==> src/rtl/vote_pkg.sv <==
// Shared definitions for the ballot collector and the vote counter.
// Latency: n/a (types and constants only).
// Backpressure: n/a.
package vote_pkg;

  // Collector session states
  typedef enum logic [1:0] {
    ST_IDLE = 2'd0,
    ST_OPEN = 2'd1,
    ST_DONE = 2'd2
  } state_t;

  // Voter id map: 0..31 normal, 32..39 VIP, 40 VVIP
  localparam int NP_BASE     = 0;
  localparam int VIP_BASE    = 32;
  localparam int VVIP_ID     = 40;
  localparam int VOTER_TOTAL = 41;
  localparam int ID_W        = 6;

endpackage

==> src/rtl/vote_timeout_ctr.sv <==
// Idle-cycle counter that flags when a session has been quiet for TIMEOUT cycles.
// Latency: tc asserts during the TIMEOUT-th idle cycle after the last clear.
// Backpressure: none; counts while enabled, saturates at terminal count.
module vote_timeout_ctr #(
  parameter int TIMEOUT = 255,
  parameter int W       = 8
) (
  input  logic clk,
  input  logic reset,
  input  logic clear,
  input  logic en,
  output logic tc
);

  logic [W-1:0] cnt;

  // Terminal count: the cycle now ending is the TIMEOUT-th idle one
  assign tc = (cnt == W'(TIMEOUT - 1));

  // Count idle cycles, restart on clear, hold once terminal
  always_ff @(posedge clk or posedge reset) begin
    if (reset)
      cnt <= '0;
    else if (clear)
      cnt <= '0;
    else if (en && !tc)
      cnt <= cnt + W'(1);
  end

endmodule

==> src/rtl/vote_ballot_collector.sv <==
// Collects one ballot per cycle, rejects duplicates/bad ids, freezes np/vip/vvip for the counter.
// Latency: accepted ballot visible one edge later; ballot_valid rises one edge after session close.
// Backpressure: in_ready high only while OPEN; results held until ballot_ack. Option: VOTE_COLLECTOR_TIMEOUT_EN.
module vote_ballot_collector #(
  parameter int NP_N    = 32,
  parameter int VIP_N   = 8,
  parameter int ID_W    = vote_pkg::ID_W,
  parameter int TIMEOUT = 255
) (
  input  logic             clk,
  input  logic             reset,
  input  logic             start,
  input  logic             close,
  input  logic             in_valid,
  output logic             in_ready,
  input  logic [ID_W-1:0]  in_id,
  input  logic             in_val,
  output logic [NP_N-1:0]  np,
  output logic [VIP_N-1:0] vip,
  output logic             vvip,
  output logic             ballot_valid,
  input  logic             ballot_ack,
  output logic [5:0]       voted_cnt,
  output logic             dup_err,
  output logic             id_err
);

  import vote_pkg::*;

  state_t                 state, state_nxt;
  logic [VOTER_TOTAL-1:0] vec;
  logic [VOTER_TOTAL-1:0] mask;
  logic                   accept, id_bad, is_dup, good_accept, last_vote, tmo_tc;

  if (TIMEOUT < 1) begin : g_bad_timeout
    $error("TIMEOUT must be at least 1");
  end

  assign accept      = in_valid & in_ready;
  assign id_bad      = (in_id > ID_W'(VVIP_ID));
  assign is_dup      = !id_bad && mask[in_id];
  assign good_accept = accept & !id_bad & !is_dup;
  assign last_vote   = (voted_cnt == 6'(VOTER_TOTAL - 1));

  assign in_ready     = (state == ST_OPEN);
  assign ballot_valid = (state == ST_DONE);
  assign np           = vec[NP_BASE +: NP_N];
  assign vip          = vec[VIP_BASE +: VIP_N];
  assign vvip         = vec[VVIP_ID];

`ifdef VOTE_COLLECTOR_TIMEOUT_EN
  localparam int TO_W = $clog2(TIMEOUT + 1);

  // Idle timer restarts on entering OPEN and on every recorded ballot
  vote_timeout_ctr #(
    .TIMEOUT (TIMEOUT),
    .W       (TO_W)
  ) u_tmo (
    .clk   (clk),
    .reset (reset),
    .clear ((state != ST_OPEN) | good_accept),
    .en    (1'b1),
    .tc    (tmo_tc)
  );
`else
  assign tmo_tc = 1'b0;
`endif

  // State register
  always_ff @(posedge clk or posedge reset) begin
    if (reset)
      state <= ST_IDLE;
    else
      state <= state_nxt;
  end

  // Session sequencing: a ballot in the closing cycle is recorded by the datapath regardless
  always_comb begin
    state_nxt = state;
    case (state)
      ST_IDLE: if (start) state_nxt = ST_OPEN;
      ST_OPEN: if ((good_accept && last_vote) || close || tmo_tc) state_nxt = ST_DONE;
      ST_DONE: if (ballot_ack) state_nxt = ST_IDLE;
      default: state_nxt = ST_IDLE;
    endcase
  end

  // Ballot recording, duplicate tracking and one-cycle error pulses
  always_ff @(posedge clk or posedge reset) begin
    if (reset) begin
      vec       <= '0;
      mask      <= '0;
      voted_cnt <= '0;
      dup_err   <= 1'b0;
      id_err    <= 1'b0;
    end else begin
      dup_err <= 1'b0;
      id_err  <= 1'b0;
      if (state == ST_IDLE && start) begin
        vec       <= '0;
        mask      <= '0;
        voted_cnt <= '0;
      end
      if (accept) begin
        if (id_bad) begin
          id_err <= 1'b1;
        end else if (is_dup) begin
          dup_err <= 1'b1;
        end else begin
          vec[in_id]  <= in_val;
          mask[in_id] <= 1'b1;
          voted_cnt   <= voted_cnt + 6'd1;
        end
      end
    end
  end

endmodule

==> config.mk <==
export PLATFORM = sky130hd
export DESIGN_NAME = vote_ballot_collector
export DESIGN_NICKNAME = d
export VERILOG_FILES = /design/src/rtl/vote_pkg.sv /design/src/rtl/vote_timeout_ctr.sv /design/src/rtl/vote_ballot_collector.sv
export SDC_FILE = /design/constraint.sdc
export NUM_CORES = 1
export LEC_CHECK = 0
export CAP_MARGIN = 20
export CORE_MARGIN = 2
export CORE_UTILIZATION = 55
export CTS_BUF_LIST = sky130_fd_sc_hd__clkbuf_8
export CTS_CLUSTER_DIAMETER = 100
export DETAILED_ROUTE_END_ITERATION = 10
export DONT_BUFFER_PORTS = 1
export PLACE_DENSITY = 0.77
export SLEW_MARGIN = 20
export SYNTH_ARGS = -nofsm -noshare
export SYNTH_HDL_FRONTEND = slang
export SYNTH_SLANG_ARGS = --single-unit
export TNS_END_PERCENT = 5
==> constraint.sdc <==
create_clock -name clk -period 2.9 [get_ports clk]
set_clock_uncertainty 0.15 [all_clocks]
set_input_delay 0.58 -clock clk [delete_from_list [all_inputs] [get_ports clk]]
set_output_delay 0.58 -clock clk [all_outputs]
set_load 0.03 [all_outputs]
======== Word-level counts from Yosys, hierarchy flattened ========
Cells that the tools add are included.
storage, ports and cells
  bits in latches ......................... 0
  bits in registers ....................... 92
  memory bits (writable) .................. 0
  output and inout port bits .............. 51
  memory bits (read-only) ................. 0
  memories ................................ 0
operators by class
  add/subtract/negate cells ............... 1
  reduce and logical (&&, ||, !) cells .... 9
  bitwise logic cells ..................... 4
  shifts and indexed selects .............. 0
  eq/ne operators ......................... 6
  order comparisons ....................... 3
  muxes and demuxes ....................... 26
  divide/modulo/power cells ............... 0
  multiply operators ...................... 0
operators with widths
  cell                 count
  $mux 41              8
  $bwmux 41            1
  $or 41x41->41        1
  $mux 6               4
  $lt 6x7->1 const B   1
  $mux 1               7
  $add 6x1->6 const B  1
  $bmux 1 s6           1
  $demux 1 s6          1
  $eq 6x6->1 const B   1
  $ge 6x1->1 const B   1
  $gt 6x6->1 const B   1
  $mux 2               3
  $pmux 2 s3           1
  $logic_and 1x1->1    4
  $ne 2x1->1 const B   2
  $and 1x1->1          3
  $reduce_and 3->1     1
  $eq 2x1->1 const B   1
  $eq 2x2->1 const B   1
  $logic_not 1->1      2
  $logic_not 2->1      1
  $ne 2x2->1 const B   1
  $logic_or 1x1->1     1

======== Longest topological paths before layout ========
  depth after elaboration ................. 9
  gate-level depth with buffers ........... 10
  gate-level depth less buffers ........... 6

======== Least setup slack after synthesis ========
No wires, ideal clock.
  path type ............................... input to register
  from .................................... in in_id[2]
  to ...................................... reg voted_cnt[2]
  arrival time ............................ 2.173 ns
  stages .................................. 9
  buffers on the path ..................... 3
  path slack .............................. 0.494 ns
  path through ............................ buf_6 > buf_6 > buf_4 > mux2i_1 > o22ai_1 > o21ai_0 > o221ai_2 > nor4b_2 > mux2i_1
between the ends
  cells in the longest elaborated chain, start to end .. 6
  elaborated cells on any way between the ends .. 8
  classes of those cells .................. order compare (1); mux (5); reduce/logical (2)
RTL lines
  item                                                                    line                                                      text
  from (decl)                                                             vote_ballot_collector.sv:16                               input logic [ID_W-1:0] in_id,
  $bmux 1 s6 / $gt 6x6->1 (equally long branches)                         vote_ballot_collector.sv:41, vote_ballot_collector.sv:40
  $mux 1 (not written as such) / $logic_not 1->1 (equally long branches)  vote_ballot_collector.sv:41                               assign is_dup = !id_bad && mask[in_id];
  $logic_and 1x1->1                                                       vote_ballot_collector.sv:41
  $mux 6                                                                  vote_ballot_collector.sv:107                              end else if (is_dup) begin
  $mux 6 *                                                                vote_ballot_collector.sv:105                              if (id_bad) begin
  $mux 6 *                                                                vote_ballot_collector.sv:104                              if (accept) begin
  to (signal assigned)                                                    vote_ballot_collector.sv:112                              voted_cnt <= voted_cnt + 6'd1;
  to (decl)                                                               vote_ballot_collector.sv:23                               output logic [5:0] voted_cnt,
Every way passes the cells marked *; elsewhere a longest branch is shown, timed or not. The select of a mux whose other input is x is not followed.
A chain may end at the register's enable or synchronous reset.

======== Worst setup path after layout ========
  from .................................... reg mask[31]
  to ...................................... reg vec[19]
between the ends
  cells in the longest elaborated chain, start to end .. 6
RTL lines
  item                               line                          text
  from (decl)                        vote_ballot_collector.sv:32   logic [VOTER_TOTAL-1:0] mask;
  from (signal assigned)             vote_ballot_collector.sv:92   mask <= '0;
  from (signal assigned)             vote_ballot_collector.sv:101  mask <= '0;
  from (signal, indexed assignment)  vote_ballot_collector.sv:111  mask[in_id] <= 1'b1;
  $bmux 1 s6                         vote_ballot_collector.sv:41
  $mux 1 (not written as such)       vote_ballot_collector.sv:41
  $logic_and 1x1->1                  vote_ballot_collector.sv:41
  $mux 41                            vote_ballot_collector.sv:107
  $mux 41                            vote_ballot_collector.sv:105
  $mux 41                            vote_ballot_collector.sv:104
  to (signal, indexed assignment)    vote_ballot_collector.sv:110  vec[in_id] <= in_val;
  to (decl)                          vote_ballot_collector.sv:31   logic [VOTER_TOTAL-1:0] vec;
Every way passes these cells. The select of a mux whose other input is x is not followed.

==> impl_metrics.py <==
metrics = {
    "sta": {
        "setup_viol": 0,
        "slew_viol_final": 0,
        "finalCritPeriodShare": 0.867,
        "holdWs_ns": 0.0361,
        "period_minus_slack_ns": 2.51,
        "setup_ws_ns": 0.387,
        "slew_headroom": 0.368,
        "grt_setup_unrepaired": "no",
        "worstMarginPinSlew_ns": 0.944,
        "fmax_ghz": 0.398,
        "hold_viol": 0,
        "finalSetupTns_ns": 0,
    },
    "floorplanning": {
        "core_region_area_mm2": 0.00781,
        "pin_count": 64,
        "die_y_um": 94.2,
        "fp.dieArea_mm2": 0.00888,
        "die_x_um": 94.2,
        "start_util": 0.573,
        "rows": 32,
    },
    "final_layout": {
        "fin_cells": 527,
        "finalNetCount": 436,
        "final_layout_size_suffix_gt1_frac": 0.125,
        "diodes": 0,
        "fin_util": 0.610,
        "design_area_mm2": 0.00476,
        "area_growth_pct": 6.43,
    },
    "critical_path": {
        "cpMostUsedCell": "mux2i_1",
        "cp.arrival_ns": 2.65,
        "start_kind": "flop",
        "startpoint": "mask[31]$_DFF_PP0_",
        "r2r_slack_ns": 0.39,
        "path_cells": "mux4_2 > mux2i_1 > o211ai_4 > nor4_1 > mux2i_1",
        "cp_slowest_cell": "nor4_1",
        "crit_required_ns": 3.03,
        "path_class": "reg -> reg",
        "endpoint_kind": "flop",
        "reg2regPathDepth": 5,
        "timing.rr.start": "mask[31]$_DFF_PP0_",
        "crit_fanout": 27,
        "max_stage_delay_ns": 0.57,
        "regToRegEndpoint": "vec[19]$_DFF_PP0_",
    },
    "placement": {
        "pre_cts_ws_ns": 0.185,
        "placedCellCount": 512,
        "port_buffers": 0,
        "dp_hpwl_um": 6920,
        "place_congestion": 0.897,
        "placed_area_mm2": 0.00458,
    },
    "clock_tree": {
        "clock_latency_ns": 0.36,
        "cts.sinks": 92,
        "path_clk_slew_ns": 0.09,
        "cts_made_buffers": 9,
        "post_cts_buffers": 0,
        "cts_buffer_depth": 2,
        "cts_hold_buffers": 0,
        "cts_max_level": 3,
        "cts_tree": "built",
        "ctsResizeCount": 0,
        "root_buffer": "clkbuf_8",
    },
    "pwr": {
        "switching_share": 0.306,
        "seqPwrFrac": 0.526,
        "p_leak_nw": 2.39,
        "peakVddDrop_uv": 284,
        "switchingPower_mw": 0.820,
        "p_clk_frac": 0.307,
        "p_int_mw": 1.86,
        "finalPower_mw": 2.68,
        "powerDensity_mw_per_mm2": 562,
        "share_comb_of_total_power": 0.167,
    },
    "flow_run": {
        "max_cap_violations": 0,
    },
    "logic_synthesis": {
        "ys_ff_latch": 92,
        "avgSynthCellArea_um2": 10.5,
        "yosysSeqAreaShare": 0.514,
        "synth_cell_type_count": 48,
        "async_reset_ff_frac": 1.00,
        "synth_ff_type": "dfrtp_1",
        "ys_warn_count": 0,
        "netlist_area_mm2": 0.00448,
        "syn_nets": 441,
        "synth-edff-count": 0,
        "netlist_instances": 426,
    },
    "detailed_routing": {
        "drt_pre_antenna_iters": 4,
        "drtIter0Drc": 237,
        "drtAntennaViolNets": 0,
        "drc": 0,
        "routed_via_density": 5.95,
        "wl_um": 9820,
        "vias": 3134,
        "routedWlPerCell_um": 18.6,
    },
    "grt": {
        "grtUsageTotal": 0.245,
        "overflow": 0,
        "grt_max_degree": 56,
        "grt_first_pass_wirelength_um": 16500,
        "grt_pass1_vias": 3242,
        "antenna_found_initial": 0,
    },
    "hold_path": {
        "hp-class": "in -> async",
    },
    "outcome": {
        "outcome": "complete, no violations",
    },
}
-- cell usage after synthesis, types with 6 or more instances --
cell type	count	share of area
clkbuf_1	15	0.013
o21ai_0	11	0.012
mux2i_1	53	0.12
nand2b_1	6	0.0084
buf_2	8	0.0089
inv_1	8	0.0067
nor3_1	9	0.010
nor4_2	11	0.031
dfrtp_1	92	0.51
a21o_1	22	0.037
nand3_1	18	0.020
nand2_1	98	0.082
nor2_1	14	0.012
-- sequential cells by signal, indices dropped and copies added, names as in the netlist --
| signal | count |
|---|---|
| mask | 41 |
| vec | 41 |
| voted_cnt | 6 |
| state | 2 |
| dup_err | 1 |
| id_err | 1 |
-- per-layer routing --
metal,track usage,share of wire
met3,0.0738,0.078
met1,0.344,0.45
met5,0,0
met4,0.0870,0.018
met2,0.363,0.45
-- placed cells by master (no fill, tap or decap), drive strengths merged, types with 3 or more instances in the layout --
cell     n
mux2i   53
buf     12
a21oi    3
nand2b   6
or3      3
nor2b    3
a21o    22
clkbuf  10
inv     10
nor3    10
nand4    3
nor4    17
nor4b    3
or2      4
nand2   98
nand3   18
dfrtp   92
o21ai   11
nand3b   3
nor2    14
-- cell type report --
type	count	area, µm²
flip-flops and latches	92	2300
inverters	8	33.8
multi-input cells	298	2000
clock inverters	5	46.3
repair buffers	12	115
fillers	649	3040
well taps	102	128
clock buffers	10	138
-- worst max-delay path by stage --
stage / to / slack, ns / cells after the start
floorplan: voted_cnt[2]$_DFF_PP0_ / 0.49 / 9
global placement: vec[0]$_DFF_PP0_ / 0.27 / 5
detailed placement: vec[19]$_DFF_PP0_ / 0.18 / 5
CTS: vec[19]$_DFF_PP0_ / 0.37 / 5
global route: vec[19]$_DFF_PP0_ / 0.27 / 5
finish: vec[19]$_DFF_PP0_ / 0.39 / 5
-- power by group through the flow --
stage               Combinational [mW]  Clock, mW  Sequential, mW
finish                           0.447      0.822            1.41
global route                     0.498      0.900            1.42
CTS                              0.454      0.840            1.41
detailed placement               0.453          0            1.44
global placement                 0.441          0            1.43
floorplan                        0.350          0            1.42
-- cells by family after synthesis --
kind of cell / after synthesis / share of synthesized area
AO/OA/AOI/OAI: 49 / 0.0811
adder cells (fa/ha/maj): 2 / 0.00559
AND/OR/NAND/NOR: 190 / 0.226
flip-flops: 92 / 0.514
buffers and inverters: 36 / 0.0391
multiplexers: 57 / 0.134
-- worst max-delay path, delay by kind of cell, from the launching register on --
kind,cells,cell delay (ns)
AO/OA/AOI/OAI,1,0.35
flip-flops,1,0.41
multiplexers,3,0.96
AND/OR/NAND/NOR,1,0.57
Note: power is estimated with default switching activity, not from simulation.
